### src/rtl/seq_mult.sv
// Sequential radix-2 shift-add multiplier: WIDTH+1 cycles per product, zero early-out.
// Define SEQ_MULT_SIGNED_EN for two's-complement operands and product.
module seq_mult #(
    parameter int WIDTH = 16
) (
    input  logic               clk,
    input  logic               rst_n,
    input  logic               start,
    input  logic [WIDTH-1:0]   a,
    input  logic [WIDTH-1:0]   b,
    output logic [2*WIDTH-1:0] prod,
    output logic               busy,
    output logic               done
);

    localparam int CW = $clog2(WIDTH + 1);

    localparam logic [1:0] IDLE = 2'd0;
    localparam logic [1:0] RUN  = 2'd1;
    localparam logic [1:0] DONE = 2'd2;

    logic [1:0]         state;
    logic [WIDTH-1:0]   mcand;
    logic [WIDTH-1:0]   mplier;
    logic [2*WIDTH-1:0] acc;
    logic [CW-1:0]      cnt;

    logic [WIDTH-1:0]   a_mag;
    logic [WIDTH-1:0]   b_mag;
    logic [WIDTH:0]     sum;
    logic [2*WIDTH-1:0] acc_next;
    logic [2*WIDTH-1:0] result;

`ifdef SEQ_MULT_SIGNED_EN
    logic sign;

    // Negating the most-negative value yields itself, which read unsigned is the exact magnitude.
    assign a_mag  = a[WIDTH-1] ? -a : a;
    assign b_mag  = b[WIDTH-1] ? -b : b;
    assign result = sign ? -acc_next : acc_next;
`else
    assign a_mag  = a;
    assign b_mag  = b;
    assign result = acc_next;
`endif

    // The carry out of the upper-half add becomes the new accumulator MSB.
    always_comb begin
        sum      = {1'b0, acc[2*WIDTH-1:WIDTH]} + (mplier[0] ? {1'b0, mcand} : '0);
        acc_next = {sum, acc[WIDTH-1:1]};
    end

    always_ff @(posedge clk or negedge rst_n) begin
        if (!rst_n) begin
            state  <= IDLE;
            mcand  <= '0;
            mplier <= '0;
            acc    <= '0;
            cnt    <= '0;
            prod   <= '0;
`ifdef SEQ_MULT_SIGNED_EN
            sign   <= 1'b0;
`endif
        end else begin
            case (state)
                IDLE: begin
                    if (start) begin
                        mcand  <= a_mag;
                        mplier <= b_mag;
                        acc    <= '0;
                        cnt    <= CW'(WIDTH);
`ifdef SEQ_MULT_SIGNED_EN
                        sign   <= a[WIDTH-1] ^ b[WIDTH-1];
`endif
                        if (a == '0 || b == '0) begin
                            prod  <= '0;
                            state <= DONE;
                        end else begin
                            state <= RUN;
                        end
                    end
                end
                RUN: begin
                    acc    <= acc_next;
                    mplier <= mplier >> 1;
                    cnt    <= cnt - CW'(1);
                    if (cnt == CW'(1)) begin
                        prod  <= result;
                        state <= DONE;
                    end
                end
                DONE: state <= IDLE;
                default: state <= IDLE;
            endcase
        end
    end

    assign busy = (state != IDLE);
    assign done = (state == DONE);

endmodule
### config.mk
export PLATFORM = sky130hd
export DESIGN_NAME = seq_mult
export DESIGN_NICKNAME = d
export VERILOG_FILES = /design/src/rtl/seq_mult.sv
export SDC_FILE = /design/constraint.sdc
export NUM_CORES = 1
export LEC_CHECK = 0
export ABC_AREA = 1
export CORE_AREA = 2 2 122 124
export DETAILED_ROUTE_END_ITERATION = 16
export DIE_AREA = 0 0 124 126
export MAX_ROUTING_LAYER = met4
export SETUP_SLACK_MARGIN = 0.3
export SYNTH_ARGS = -nofsm -noshare
export SYNTH_HDL_FRONTEND = slang
export SYNTH_SLANG_ARGS = --single-unit
### constraint.sdc
create_clock -name clk -period 2.7 [get_ports clk]
set_input_delay 0.54 -clock clk [delete_from_list [all_inputs] [get_ports clk]]
set_output_delay 0.54 -clock clk [all_outputs]
set_load 0.02 [all_outputs]
Word level (Yosys, flattened, before mapping)
Cells that the tools add are included.

Logic and storage cells: 39. Register bits after elaboration: 103.

Mux-type cells: 15. Equal/unequal tests: 6. Add/subtract/negate cells: 2. Reduce and logical (&&, ||, !) cells: 10.

Operator list (count): two-way mux 32 bit (4); one-hot mux 32 bit (2 select lines) (2); zero test 16 bit (2); two-way mux 16 bit (2); one-hot mux 16 bit (2 select lines) (1); adder 16 x 16 -> 17 bit (1); one-hot mux 5 bit (2 select lines) (1); two-way mux 2 bit (3); inequality test 2 bit, second input constant (3); AND reduction 2 bit (3); equality test 5 x 1 -> 1 bit, second input constant (1); two-way mux 5 bit (1); subtractor 5 x 1 -> 5 bit, second input constant (1); one-hot mux 2 bit (2 select lines) (1); AND reduction 4 bit (1); nonzero test 2 bit (2); equality test 2 x 1 -> 1 bit, second input constant (1); equality test 2 bit, second input constant (1); zero test 2 bit (1); logical OR 1 bit (1).

Logic depth before layout (Yosys ltp)
Depth after elaboration: 5. Depth in mapped cells: 15.

Worst setup path after synthesis
No wires, ideal clock.

Kind: flip-flop to flip-flop. Start: reg mplier[0]. End: reg prod[31]. Slack: 715 ps. Data arrival time: 1864 ps. Path buffers: 2. Clock period less this slack: 1985 ps. Data required time: 2579 ps. Library setup time: 121 ps. Cell stages (with the launch flop): 14. Cells stage by stage: dfrtp_1 -> clkbuf_1 -> clkbuf_1 -> nand2_1 -> inv_1 -> ha_1 -> nand2_1 -> inv_1 -> a21oi_1 -> nor2_1 -> nor2_1 -> nand2_1 -> nand2_1 -> o21ai_1.

Longest elaborated chain between the ends: 4.

RTL lines: start: declaration (RTL line 24) `logic [WIDTH-1:0] mplier;`; start signal: assignment (RTL line 69) `mplier <= b_mag;`; start signal: assignment (RTL line 85) `mplier <= mplier >> 1;`; two-way mux 16 bit (RTL line 49) `sum = {1'b0, acc[2*WIDTH-1:WIDTH]} + (mplier[0] ? {1'b0, mcand} : '0);`; adder 16 x 16 -> 17 bit (RTL line 49); two-way mux 32 bit (RTL line 87) `if (cnt == CW'(1)) begin`; one-hot mux 32 bit (2 select lines) (RTL line 65) `case (state)`; end signal: assignment (RTL line 88) `prod <= result;`; end: declaration (RTL line 11) `output logic [2*WIDTH-1:0] prod,`.

No other way between the ends. The select of a mux whose other input is x is not followed. A chain may end at the register's enable or synchronous reset.

Worst setup path after layout
Start: reg state[1]. End: out done.

Longest elaborated chain between the ends: 1.

RTL lines: start: declaration (RTL line 22) `logic [1:0] state;`; start signal: assignment (RTL line 55) `state <= IDLE;`; start signal: assignment (RTL line 77) `state <= DONE;`; start signal: assignment (RTL line 79) `state <= RUN;`; equality test 2 bit (RTL line 99) `assign done = (state == DONE);`; end: declaration (RTL line 13) `output logic done`.

No other way between the ends.

==> flow_metrics.tcl <==
set metrics [dict create \
    synth-seq-area-share_pct 49.07 \
    worstPathArrival_ps 1600 \
    clock-sinks 102 \
    synth_ff_type "dfrtp_1" \
    hold_class "primary input to async pin" \
    synth.top_cell.area_share_pct 49.07 \
    required_time_at_the_worst_slack_endpoint_ps 2160 \
    max_freq_mhz 466.3 \
    antenna_cells 0 \
    vias_in_the_first_global_route 4225 \
    async_flop_share_pct 100.0 \
    finish.utilization_pct 44.56 \
    vias_per_cell 4.645 \
    post_synthesis_adder_cell_area_fraction_pct 4.715 \
    start_kind "flip-flop" \
    synthSimpleGateAreaFrac_pct 28.10 \
    port_buffers 68 \
    drv_cap 0 \
    muxShareOfSynthArea_pct 0.1924 \
    overall_die_area_um2 15620 \
    dr_total_vias 4320 \
    pin_count_of_the_biggest_net_entering_global_routing 51 \
    final_max_slew_viol_count 0 \
    path_max_fanout 3 \
    setup_total_negative_slack_ps 0 \
    antenna_found_initial 0 \
    rsz0062_at_grt "false" \
    final_layout_size_suffix_gt1_share_pct 6.300 \
    ys_seq_elements 102 \
    post_synthesis_net_count 729 \
    dp.final_hpwl_mm 8.920 \
    start_util_pct 36.34 \
    yosys_warnings 0 \
    rows 44 \
    layout.nets 795 \
    core_area_um2 14310 \
    wl_mm 11.82 \
    route.antenna.remaining_nets 0 \
    maxSlewHeadroom_pct 63.88 \
    share_of_the_synthesized_area_in_compound_gates_ao_oa_aoi_oai_pct 8.323 \
    gr-total-overflow 0 \
    global_route_wire_length_before_repair_mm 20.22 \
    avg_synthesized_cell_area_um2 7.706 \
    clockBufferDepth 2 \
    clk_transition_reported_paths_ps 70 \
    synth_top_cells_by_area "dfrtp_1 (49%), nand2_1 (19%), inv_1 (6.8%)" \
    status "finished clean" \
    synth.lib_cells_used.distinct 30 \
    routedWlPerCell_um 12.71 \
    timing.final.setup_violations 0 \
    drt_first_pass_iters 4 \
    final.fill_count 1491 \
    boundaryPins 69 \
    slew_of_the_pin_with_the_lowest_slew_margin_ps 541.8 \
    static-leakage-power_uw 0.003411 \
    post_synth_inst_count 675 \
    yosys.area_share.xor_xnor_pct 0 \
    area_of_the_multi_input_gates_um2 2152 \
    seqCellArea_um2 2554 \
    total_track_usage_pct 16.96 \
    htree_num_levels 3 \
    min_period_over_period_pct 79.43 \
    setup.worst_path.class "flip-flop to output pin" \
    tritoncts "built" \
    gp_congestion 0.8829 \
    timing.critical_path.slowest_cell_delay_ps 620 \
    fin_skew_ps 7.406 \
    initialDrtViolationCount 236 \
    die_h_um 126 \
    synthDominantAreaCellType "dfrtp_1" \
    cp_slowest_cell "clkdlybuf4s50_1" \
    power.ir.vdd_worst_v 0.0004457 \
    die_w_um 124 \
    main_combinational_cell_family_by_area_after_synthesis "simple AND/OR/NAND/NOR gates" \
    cts_inserted_buffers 9 \
    layout_min_cycle_time_ps 2145 \
    flow.area_growth_from_synthesis_pct 22.64 \
    worst_skew_pair.late_latency_ps 350 \
    dominant_cell_by_count_in_the_synthesized_netlist "nand2_1" \
    synth-edff-count 0 \
    cellPowerDensity_nw_per_um2 1001 \
    timing_hold_violations_final 0 \
    cts-root-buf "clkbuf_16" \
    syn_area_um2 5201 \
    worst_hold_slack_ps 33.00 \
    ordered_list_of_cells_on_the_worst_path "inv_1, nor2_1, clkdlybuf4s50_1" \
    yosys-top-cells-count "nand2_1 (269), dfrtp_1 (102), inv_1 (94)" \
    drc_errors 0 \
    worst_setup_path_end_kind "output pin" \
]
-- final timing paths --
kind                            slack [ps]       from  cells past startpoint        to
worst max-delay path                   560   state[1]                      3      done
max in group asynchronous             2030      rst_n                      2   prod[2]
min in group clk                       480     cnt[3]                      1    cnt[3]
worst min register to register         480     cnt[3]                      1    cnt[3]
worst min-delay path                    30      rst_n                      1  prod[16]
worst max register to register         640  mplier[0]                     12  prod[31]
-- routing by layer --
layer,share of wire [%],vias up,global-route usage [%]
met3,4.2,12,2.536
met4,1.6,0,6.279
met1,51,1975,24.02
met2,43,92,24.63
met5,0,-,-
li1,-,2241,-
-- layout make-up --
cell class,count,area share (%)
well taps,184,3.609
clock inverters,6,0.9808
clock buffers,10,3.747
repair buffers,78,12.00
flip-flops and latches,102,40.04
inverters,100,5.885
multi-input cells,450,33.74
-- worst max-delay path: cells and delay by family (launching register included) --
family | cells | cell delay [ps]
DFF | 1 | 420
buffers and inverters | 2 | 710
and+or+nand+nor | 1 | 130
-- placed cells by master, fill, tap and decap left out, types with 2 or more instances in the layout --
cell type        instances
o21ai_0                 25
nand3b_1                 3
inv_1                   94
buf_4                   10
nand4_1                 15
or2_2                    4
a21oi_1                 16
o22ai_1                  2
nor2_2                   3
nand2_1                269
nand3_1                 28
o21ai_1                 21
ha_1                    18
nor3_1                   5
nor2_1                  20
clkdlybuf4s50_1         67
o21ai_2                  3
inv_6                    3
dfrtp_1                101
clkbuf_16                9
inv_2                    6
o211ai_1                10
-- state kept, by name, summed over array words and instances, names as in the netlist --
name    count
prod       32
acc        31
cnt         5
mcand      16
mplier     16
state       2
-- through the flow --
stage | area (um^2) | total power (uW) | std cells | setup WS, ps
floorplan | 5201 | 4271 | 675 | 714.8
global placement | 6068 | 5049 | 913 | 484.8
detailed placement | 6068 | 5135 | 913 | 453.5
CTS | 6370 | 6458 | 929 | 431.0
global route | 6379 | 6955 | 930 | 466.2
finish | 6379 | 6387 | 930 | 555.5
-- timing repair --
item	4_1_cts	5_1_grt
setup buffers	0	1
hold buffers	0	0
setup endpoints to repair	0	13
hold endpoints to repair	0	0
resized for setup	0	1
-- report_power, final --
part / internal [uW] / switching [uW]
Sequential: 2040 / 308
Combinational: 987 / 1750
Clock: 677 / 625
Total: 3700 / 2690
-- logic make-up after synthesis --
logic type | Yosys count
AND/OR/NAND/NOR | 352
buffers and inverters | 123
flip-flops | 102
AO/OA/AOI/OAI | 78
adder cells (fa/ha/maj) | 19
multiplexers | 1
(Power assumes the default switching activity.)
